### config.mk
export PLATFORM = sky130hd
export DESIGN_NAME = serial_subtractor
export DESIGN_NICKNAME = d
export VERILOG_FILES = /design/src/rtl/serial_subtractor.sv
export SDC_FILE = /design/constraint.sdc
export NUM_CORES = 1
export LEC_CHECK = 0
export BUFFER_PORTS_ARGS = -buffer_cell sky130_fd_sc_hd__buf_2
export CAP_MARGIN = 20
export CORE_ASPECT_RATIO = 1.5
export CORE_MARGIN = 2
export CORE_UTILIZATION = 50
export DETAILED_ROUTE_END_ITERATION = 10
export HOLD_SLACK_MARGIN = 0.1
export PLACE_DENSITY_LB_ADDON = 0.05
export SLEW_MARGIN = 0
export SYNTH_ARGS = -nofsm -noshare
export SYNTH_HDL_FRONTEND = slang
export SYNTH_SLANG_ARGS = --single-unit
### constraint.sdc
create_clock -name clk -period 3.38 [get_ports clk]
set_input_delay 0.676 -clock clk [delete_from_list [all_inputs] [get_ports clk]]
set_output_delay 0.676 -clock clk [all_outputs]
set_load 0.005 [all_outputs]
### src/rtl/serial_subtractor.sv
// Bit-serial unsigned subtractor: diff = a - b (mod 2^WIDTH), bout = borrow out.
// One bit per clock, LSB first; a result takes WIDTH cycles after acceptance.
module serial_subtractor #(
  parameter int WIDTH = 8
) (
  input  logic             clk,
  input  logic             rst_n,
  input  logic             start,
  input  logic [WIDTH-1:0] a,
  input  logic [WIDTH-1:0] b,
  output logic             busy,
  output logic             done,
  output logic [WIDTH-1:0] diff,
  output logic             bout
);

  localparam int CW = $clog2(WIDTH) + 1;

  typedef enum logic {
    IDLE,
    RUN
  } state_t;

  state_t           state;
  logic [WIDTH-1:0] sa;
  logic [WIDTH-1:0] sb;
  logic [WIDTH-1:0] res;
  logic             br;
  logic [CW-1:0]    cnt;
  logic             armed;

  logic             d;
  logic             br_next;
  logic [WIDTH-1:0] res_next;

  // Full-subtractor slice on the current LSBs of the operand copies.
  always_comb begin
    d        = sa[0] ^ sb[0] ^ br;
    br_next  = (~sa[0] & sb[0]) | (~(sa[0] ^ sb[0]) & br);
    res_next = {d, res[WIDTH-1:1]};
  end

  // NOTE: all state here uses non-blocking assignments so every flop samples
  // the pre-edge values of the others, regardless of statement order.
  always_ff @(posedge clk or negedge rst_n) begin
    if (!rst_n) begin
      state <= IDLE;
      sa    <= '0;
      sb    <= '0;
      res   <= '0;
      br    <= 1'b0;
      cnt   <= '0;
      armed <= 1'b0;
      busy  <= 1'b0;
      done  <= 1'b0;
      diff  <= '0;
      bout  <= 1'b0;
    end else begin
      done  <= 1'b0;
      // armed stays low for the first edge after reset so a start that
      // coincides with reset release is never taken.
      armed <= 1'b1;
      case (state)
        IDLE: begin
          if (start && armed) begin
            sa    <= a;
            sb    <= b;
            br    <= 1'b0;
            cnt   <= '0;
            state <= RUN;
            busy  <= 1'b1;
          end
        end
        RUN: begin
          sa  <= {1'b0, sa[WIDTH-1:1]};
          sb  <= {1'b0, sb[WIDTH-1:1]};
          res <= res_next;
          br  <= br_next;
          cnt <= cnt + 1'b1;
          if (cnt == CW'(WIDTH - 1)) begin
            state <= IDLE;
            busy  <= 1'b0;
            done  <= 1'b1;
            diff  <= res_next;
            bout  <= br_next;
          end
        end
        default: state <= IDLE;
      endcase
    end
  end

endmodule

==> metrics.md, run 1 <==
| Metric | Value |
|---|---|
| CP cell instances | buf_2 |
| Hold path depth | 2 |
| Largest delay share family, worst path | flip-flops |
| Number of buffers created by CTS | 5 |
| Input/output buffers | 29 |
| Syn avg cell area | around 12 um^2 |
| Status | complete, no violations |
| Layout Skew | about 0.0019 ns |
| Post-CTS setup buffer count | 0 |
| Register Area | 1030 um^2 |
| Cells after Synth | 141 |
| Std cell rows | 26 |
| CP Data Arrival Time | about 0.80 ns |
| Flop2flop setup slack | 1.96 ns |
| Rel. slew slack | around 40% |
| Min-delay src | sb[1]$_DFFE_PN0P_ |
| RSZ-0062 raised after global routing | no |
| Hold WS | 0.490 ns |
| Initial Utilization | 51.8% |
| Hold_buf cts | 0 |
| Placed Cells | 205 |
| Min-Delay Path Class | flop to flop |
| Post-layout min period | 1.48 ns |
| Routed Wire Length | 2880 um |
| Initial drt markers | 24 |
| Final GP Congestion | roughly 0.64 |
| Global route overflow | 0 |
| Synth area leaders | dfrtp_1 59%, mux2i_1 9.7%, mux2_2 6.4%, nand2_1 5.6%, o21ai_0 4.9% |
| Detailed placer's ending HPWL | 1960 um |
| Final number of max-transition violations | 0 |
| Critical Path Sink Type | output port |
| Final #Nets | 191 |
| Final hold vios | 0 |
| Filler Cells Inserted | 320 |
| Area Growth Syn to Fin | 13.3% |
| Routed via count | 1085 |
| Hold EP | sb[0]$_DFFE_PN0P_ |
| Most frequent cells in the layout | 41 x dfrtp_1, 29 x buf_2, 26 x nand2_1, 17 x o21ai_0, 17 x mux2i_1 |
| Share of cells above drive strength 1 | 30.4% |
| Commonest non-fill, non-tap cell in the layout | dfrtp_1 |
| Total core area | 3380 um^2 |
| Power Total | 1.60 mW |
| Vias per cell | 5.09 |
| Crit-path slowest cell | dfrtp_1 |
| TritonCTS clock tree | done |
| Die width | 52.3 um |
| CTS sink count | 41 |
| Setup crit start kind | flop |
| Initial DRT Pass Iterations | 4 |
| MaxCap Viol Count | 0 |
| Critical Path Start | busy$_DFFE_PN0P_ |
| Tcrit/Tclk final | 43.8% |
| Setup TNS | 0 ns |
| Worst Reg-to-Reg Cells | 3 |
| Synth area leader | dfrtp_1 |
| Max Freq | slightly below 0.7 GHz |
| CP Class | flop to output port |
| Avg WL per Cell | 13.5 um |
| Number of antenna violations at the first check in global routing | 0 |
| Clk buf depth | 2 |
| Seq/Total Area, Yosys | 58.5% |
| Drt drc | 0 |
| Mapped Area | 1750 um^2 |
| Crit path max fanout | 2 |
| CP peak stage delay | between 0.3 and 0.4 ns |
| Critical path buffer and inverter count | 1 |
| Warning count from the yosys run | 0 |
| Die area | roughly 4000 um^2 |
| Non-Filler Instances | 213 |
| Root Buffer | clkbuf_8 |
| R2r endpoint | diff[3]$_DFFE_PN0P_ |
| DP Area | between 1500 and 2000 um^2 |
| PD cells | 807 nW/um^2 |
| Worst EP required | 2.70 ns |
| Worst-margin pin slew | 0.901 ns |
| I/O pin cnt | 30 |
| Antenna Cells | 0 |
| Worst-skew pair later-pin latency | 0.29 ns |
| Routed Antenna Nets | 0 |
| Post-route cell area | around 2000 um^2 |
| Die height | 76.5 um |
| First-pass GRT wire length | 5040 um |
| Pin count of the biggest net entering global routing | 47 |
| GR Util All Layers | 17.1% |
| P_leak | 1.01 nW |
| Post-synthesis register bit count | 41 |
| Area occupied by multi-input gates | around 660 um^2 |
| CTS resizes | 0 |
| Synth unique cells | 22 |
| VDD IR max | roughly 0.43 mV |
| Post-synth net total | between 150 and 200 |
| Clock transition at path regs | 0.07 ns |
| RR Startpoint | cnt[0]$_DFFE_PN0P_ |
| Final Setup Violations | 0 |
| Vias in the first global route | 1075 |
| Synth top area share | 58.5% |
| H-tree Lvls | 2 |
## per-layer routing
layer	global-route usage, %	routed length [um]	up-vias
li1	-	-	531
met1	20.3	1200	522
met2	27.5	1500	26
met3	5.29	118	6
met4	7.69	61	0
met5	0	0	-
## state kept, by name, summed over array words and instances, names as in the netlist
name / count
diff: 8
sa: 8
br: 1
done: 1
res: 7
armed: 1
cnt: 4
bout: 1
sb: 8
state: 1
busy: 1
## area by class of cell
type,count,share of cell area [%]
sequential,41,51.6
multi-input combinational,89,33.4
timing repair buffer,30,7.68
clock buffer,8,4.03
tap,42,2.64
inverter,3,0.567
## power by group
part           switching, mW  total, mW  internal [mW]  leakage [nW]
registers              0.124      0.812          0.689         0.518
logic                  0.216      0.495          0.280         0.457
clock network          0.149      0.295          0.146        0.0395
## per-stage QoR
| step | worst slack (ns) | utilization [%] |
|---|---|---|
| 6_report | 1.90 | 58.7 |
| 5_1_grt | 1.86 | 58.7 |
| 4_1_cts | 1.89 | 58.7 |
| 3_5_place_dp | 1.72 | 56.4 |
| 3_3_place_gp | 1.74 | 56.4 |
| 2_1_floorplan | 1.98 | - |
## synth_stat cells
master / count
clkbuf_1: 3
ha_1: 1
buf_6: 2
nand2_2: 1
mux2i_1: 17
mux2_2: 10
inv_1: 3
o21ai_0: 17
nand2_1: 26
buf_2: 2
buf_4: 1
nand4b_4: 1
mux2_4: 5
conb_1: 1
o21a_1: 2
nand3_1: 1
dfrtp_1: 41
xor2_1: 2
a21oi_1: 2
fa_1: 1
and2_1: 1
nor2_1: 1
## how the worst max path moves through the flow
stage	end	slack [ns]	cells after the start
finish	busy	1.90	1
global route	diff[2]	1.86	1
CTS	diff[3]	1.89	1
detailed placement	sa[2]$_DFFE_PN0P_	1.72	4
global placement	sb[3]$_DFFE_PN0P_	1.74	4
floorplan	sa[6]$_DFFE_PN0P_	1.98	4
## cells by family (layout without fill, tap and decap cells)
family          Yosys count  in the layout  synth area share (%)
fa+ha+maj                 2              2                  1.86
buf+inv                  11             41                  3.57
mux                      32             32                  20.4
other cells               1              1                 0.214
flops                    41             41                  58.5
simple gates             31             31                  8.14
xor+xnor                  2              2                 0.999
compound gates           21             21                  6.28
Power figures use the tool's default switching activity.
==> run 2: changes to the inputs <==
ABC_AREA = 1   (was unset)
clock period = 1.5 ns   (was 3.38 ns; I/O delays follow)
==> metrics.md, run 2 <==
| Metric | Value |
|---|---|
| Routed metal-1 wirelength | 1150 um |
| Cells after Synth | 188 |
| MaxCap Viol Count | 0 |
| Initial DRT Pass Iterations | 4 |
| Setup TNS | 0 ns |
| Tcrit/Tclk final | 81.5% |
| Min-Delay Path Class | input port to flop |
| Die area | 4040 um^2 |
| H-tree Lvls | 2 |
| Register Area | a little over 1000 um^2 |
| Routed via count | 1291 |
| Mux cell area share after synthesis | 0% |
| Number of buffers created by CTS | 5 |
| PD cells | 1890 nW/um^2 |
| WL met3 | 130 um |
| Worst EP required | 1.68 ns |
| Setup slack at placement | 0.283 ns |
| Post-layout min period | 1.22 ns |
| Routed Antenna Nets | 0 |
| TritonCTS clock tree | done |
| Total core area | 3380 um^2 |
| Routed Wire Length | 2900 um |
| Simple-Gate Fraction of Synth Area | 24.0% |
| Flop2flop setup slack | approximately 0.28 ns |
| Worst-skew pair later-pin latency | 0.29 ns |
| Die width | 52.6 um |
| Clock transition at path regs | 0.08 ns |
| Final worst setup slack | 0.277 ns |
| Global route overflow | 0 |
| RR Startpoint | cnt[0]$_DFFE_PN0P_ |
| XOR/XNOR share of the synthesized area | 0% |
| Input/output buffers | 29 |
| Max Freq | 0.818 GHz |
| R2r endpoint | diff[6]$_DFFE_PN0P_ |
| Hold WS | roughly 0.21 ns |
| Share of cells above drive strength 1 | a little over a quarter |
| Filler Cells Inserted | 313 |
| Synth unique cells | 20 |
| Post-synthesis compound-gate area fraction | 7.85% |
| Die height | between 70 and 80 um |
| Setup crit start kind | flop |
| Post-synth EDFFs | 0 |
| Critical Path Start | cnt[0]$_DFFE_PN0P_ |
| Final GP Congestion | about 0.73 |
| Post-synthesis register bit count | 41 |
| I/O pin cnt | 30 |
| Post-synthesis adder-cell area fraction | 1.84% |
| Area Growth Syn to Fin | 15.7% |
| Area occupied by multi-input gates | 599 um^2 |
| P_leak | 1.10 nW |
| Root Buffer | clkbuf_8 |
| Placed Cells | 255 |
| Async SR Flop Fraction | 100% |
| Commonest cells post-synth | 72 x nand2_1, 41 x dfrtp_1, 17 x nand3_1, 14 x inv_1, 10 x o21ai_2 |
| Synth top area share | just under 60% |
| VDD IR max | 1.10 mV |
| Final hold vios | 0 |
| Synth area leader | dfrtp_1 |
| Pin count of the biggest net entering global routing | 25 |
| Antenna Cells | 0 |
| Synth area leaders | dfrtp_1 58%, nand2_1 15%, o21ai_2 5.0%, nand3_1 4.8%, buf_6 3.2% |
| RSZ-0062 raised after global routing | no |
| Layout Skew | between 0.004 and 0.005 ns |
| Final number of max-transition violations | 0 |
| Final Setup Violations | 0 |
| Most frequent cell after synthesis | nand2_1 |
| Min-delay src | b[7] |
| Main combinational cell family by area after synthesis | simple AND/OR/NAND/NOR gates |
| Drt drc | 0 |
| Vias in the first global route | 1249 |
| DR WL met2 | between 1500 and 2000 um |
| Mapped Area | 1770 um^2 |
| Post-synth net total | 209 |
| Initial drt markers | 27 |
| Final #Nets | approximately 240 |
| Clk buf depth | 2 |
| Syn avg cell area | 9.41 um^2 |
| CTS sink count | 41 |
| Avg WL per Cell | between 10 and 15 um |
| Std cell rows | 26 |
| CP Class | flop to flop |
| First-pass GRT wire length | ~5300 um |
| GR Util All Layers | 17.6% |
| Detailed placer's ending HPWL | 2160 um |
| Crit path max fanout | 19 |
| Largest regs | diff x8, sa x8, sb x8 |
| Initial Utilization | approximately 52% |
| CTS resizes | 0 |
| Post-CTS setup buffer count | 0 |
| Commonest non-fill, non-tap cell in the layout | nand2_1 |
| Main flop type after synthesis | dfrtp_1 |
| Critical Path Sink Type | flop |
| Most frequent cells in the layout | 72 x nand2_1, 41 x dfrtp_1, 29 x buf_2, 17 x nand3_1, 14 x inv_1 |
| Vias per cell | ~4.9 |
| Worst Reg-to-Reg Cells | 7 |
| Hold_buf cts | 1 |
| CP Data Arrival Time | 1.41 ns |
| Warning count from the yosys run | 0 |
| Number of antenna violations at the first check in global routing | 0 |
| Status | complete, no violations |
| Seq/Total Area, Yosys | slightly below 60% |
| Non-Filler Instances | 264 |
| Top layer reached by signal wires | met4 |
| Worst Setup EP | diff[6]$_DFFE_PN0P_ |
==> run 2: cell count changes in the layout (fill, tap and decap cells not counted), moves of 3 or more <==
cell,before,now
nand2_1,26,72
nand3_1,1,17
o21ai_2,0,10
mux2_2,10,0
mux2i_1,17,0
o21ai_0,17,8
mux2_4,5,0
clkbuf_1,3,0
inv_1,3,14
==> run 2: layout make-up <==
cell class	count	area share [%]
Sequential cell	41	50.1
Multi-Input combinational cell	121	29.3
Timing Repair Buffer	34	10.3
Inverter	18	3.55
Clock buffer	5	3.36
Tap cell	42	2.57
Clock inverter	3	0.856
==> run 2: routing by layer <==
metal	up-vias	GRT usage (%)
met2	31	30.1
met1	604	19.5
met3	6	5.25
met4	0	7.69
met5	-	0
li1	650	-
==> run 2: worst max-delay path: stages (launching register included) <==
cell and delay, ns:
dfrtp_1 0.39, ha_1 0.18, inv_1 0.05, nor2_1 0.11, nand2_2 0.09, buf_12 0.16
nand2_1 0.08, o21ai_2 0.06
==> run 2: how the worst min path moves through the flow <==
stage	to	cells past startpoint
floorplan	armed$_DFF_PN0_	0
global placement	res[1]$_DFFE_PN0P_	1
detailed placement	res[2]$_DFFE_PN0P_	1
CTS	sb[7]$_DFFE_PN0P_	3
global route	sa[7]$_DFFE_PN0P_	3
finish	sb[7]$_DFFE_PN0P_	3
==> run 2: cell families after synthesis <==
| family | after synthesis |
|---|---|
| simple gates | 98 |
| flops | 41 |
| buf+inv | 26 |
| compound gates | 20 |
| fa+ha+maj | 2 |
| other cells | 1 |
==> run 2: metrics by stage <==
step	total power, mW	utilization [%]	instance area (um^2)
2_1_floorplan	2.87	-	1770
3_3_place_gp	3.18	57.7	1950
3_5_place_dp	3.25	57.7	1950
4_1_cts	3.95	60.5	2050
5_1_grt	4.25	60.5	2050
6_report	3.87	60.5	2050
==> run 2: power by group <==
group | internal (mW) | switching [mW] | total (mW)
clock network | 0.321 | 0.366 | 0.686
registers | 1.55 | 0.234 | 1.78
logic | 0.584 | 0.820 | 1.40
==> run 3: changes to the inputs <==
CORE_UTILIZATION = 49   (was 50)
clock period = 1.01 ns   (was 1.5 ns; I/O delays follow)
==> metrics.md, run 3 (synthesis results as in run 2) <==
| Metric | Value |
|---|---|
| Number of antenna violations at the first check in global routing | 0 |
| Routed Antenna Nets | 0 |
| Placed Cells | 264 |
| Vias in the first global route | 1482 |
| Filler Cells Inserted | 250 |
| Status | complete, but fails checks |
| CP Class | flop to flop |
| Initial drt markers | 22 |
| Vias per cell | ~5 |
| Std cell rows | 26 |
| Final hold vios | 0 |
| R2r endpoint | diff[7]$_DFFE_PN0P_ |
| Routed Wire Length | 3970 um |
| P_leak | 1.50 nW |
| Area Growth Syn to Fin | 49.0% |
| Post-layout min period | 1.15 ns |
| Drt drc | 0 |
| RSZ-0062 raised after global routing | yes |
| Global route overflow | 0 |
| CP peak stage delay | between 0.3 and 0.4 ns |
| Clk buf depth | 2 |
| DP Area | 2040 um^2 |
| Final Util | 76.5% |
| Clock transition at path regs | around 0.070 ns |
| CP cell instances | ha_2, inv_2, nor2_4, nand2_4, buf_12, nand2_1, o21ai_2 |
| Antenna Cells | 0 |
| Final GP Congestion | 0.715 |
| Die width | 53.1 um |
| Final Setup Violations | 35 |
| Most frequent cells in the layout | 46 x nand2_1, 41 x dfrtp_1, 29 x buf_2, 21 x buf_4, 16 x nand2_4 |
| Commonest non-fill, non-tap cell in the layout | nand2_1 |
| Largest regs | diff x8, sa x8, sb x8 |
| I/O pin cnt | 30 |
| Post-route cell area | 2640 um^2 |
| Total core area | between 3000 and 4000 um^2 |
| Setup slack at placement | -0.146 ns |
| Hold path depth | 3 |
| Final worst setup slack | -0.143 ns |
| Min-Delay Path Class | input port to flop |
| Worst Reg-to-Reg Cells | 7 |
| CP Data Arrival Time | 1.34 ns |
| Detailed placer's ending HPWL | roughly 2200 um |
| MaxCap Viol Count | 0 |
| Crit-path slowest cell | dfrtp_1 |
| PD cells | 2850 nW/um^2 |
| Routed via count | 1484 |
| Min-delay src | b[6] |
| RR Startpoint | cnt[1]$_DFFE_PN0P_ |
| Final #Nets | 276 |
| Initial DRT Pass Iterations | 4 |
| Crit path max fanout | 8 |
| Die height | 77.6 um |
| Area occupied by multi-input gates | approximately 860 um^2 |
| Largest delay share family, worst path | flip-flops |
| Setup crit start kind | flop |
| H-tree Lvls | 2 |
| Worst EP required | 1.20 ns |
| Pin count of the biggest net entering global routing | 42 |
| Share of cells above drive strength 1 | 54.1% |
| Critical Path Sink Type | flop |
| Power Total | 7.52 mW |
| Worst-skew pair later-pin latency | 0.29 ns |
| First-pass GRT wire length | 6530 um |
| Tcrit/Tclk final | 114% |
| Root Buffer | clkbuf_8 |
| Non-Filler Instances | around 300 |
| Avg WL per Cell | 13.4 um |
| Layout Skew | 0.00498 ns |
| TritonCTS clock tree | done |
| Violated checks | setup timing |
| Max Freq | 0.867 GHz |
| Critical path buffer and inverter count | 2 |
| Initial Utilization | roughly 51% |
| Register Area | 1030 um^2 |
| GR Util All Layers | a little over a fifth |
| Hold EP | sb[6]$_DFFE_PN0P_ |
| Final number of max-transition violations | 0 |
| Number of buffers created by CTS | 5 |
| CTS sink count | 41 |
| Flop2flop setup slack | -0.14 ns |
| Die area | 4120 um^2 |
| Input/output buffers | 29 |
| VDD IR max | 1.80 mV |
==> run 3: cell count changes in the layout (fill, tap and decap cells not counted), moves of 10 or more <==
cell     change
buf_4       +19
nand2_1     -26
nand2_2     +10
nand2_4     +15
nand3_1     -12
nand3_2     +12
==> run 3: routing by layer <==
| layer | GRT usage (%) | wire length (um) | up-vias |
|---|---|---|---|
| met4 | 10.0 | 142 | 0 |
| met5 | 0 | 0 | - |
| li1 | - | - | 724 |
| met3 | 5.38 | 168 | 11 |
| met2 | 38.4 | 2260 | 39 |
| met1 | 23.6 | 1400 | 710 |
==> run 3: what timing repair did <==
action                                  4_1_cts  5_1_grt
hold endpoints to repair                     42        0
gates cloned                                  5        1
endpoints found under the setup margin       39       44
setup buffers                                10        8
gates resized for setup                      32       44
hold buffers                                  2        0
pin swaps                                    20       13
==> run 3: worst register-to-register path, cell delays in order (launching register included) <==
cell	delay [ns]
dfrtp_1	0.36
ha_2	0.19
inv_2	0.05
nor2_4	0.09
nand2_4	0.09
buf_12	0.16
nand2_1	0.07
o21ai_2	0.05
==> run 3: worst max path at each step <==
stage / start / endpoint / slack, ns / cells past startpoint
2_1_floorplan: sb[0]$_DFFE_PN0P_ / diff[7]$_DFFE_PN0P_ / -0.11 / 4
3_3_place_gp: sb[0]$_DFFE_PN0P_ / diff[7]$_DFFE_PN0P_ / -0.12 / 4
3_5_place_dp: cnt[0]$_DFFE_PN0P_ / diff[5]$_DFFE_PN0P_ / -0.15 / 7
4_1_cts: br$_DFFE_PN0P_ / diff[7]$_DFFE_PN0P_ / -0.14 / 4
5_1_grt: cnt[0]$_DFFE_PN0P_ / diff[7]$_DFFE_PN0P_ / -0.24 / 7
6_report: cnt[1]$_DFFE_PN0P_ / diff[7]$_DFFE_PN0P_ / -0.14 / 7
==> run 3: power breakdown <==
part	internal (mW)	total, mW	switching [mW]
combinational	1.78	3.72	1.94
sequential	2.31	2.74	0.431
clock	0.542	1.07	0.525
total	4.63	7.52	2.89
==> run 3: layout make-up <==
| cell class | count | share of cell area, % |
|---|---|---|
| tap | 42 | 1.99 |
| inverter | 18 | 3.42 |
| timing repair buffer | 63 | 18.6 |
| timing repair inverter | 3 | 1.28 |
| sequential | 41 | 38.9 |
| multi-input combinational | 123 | 32.6 |
| clock buffer | 7 | 3.27 |
==> run 3: metrics by stage <==
stage / hold slack [ns] / TNS [ns]
floorplan: -0.0936 / -1.12
global placement: 0.186 / -1.73
detailed placement: 0.194 / -2.24
CTS: 0.105 / -1.95
global route: 0.116 / -5.07
finish: 0.110 / -2.94
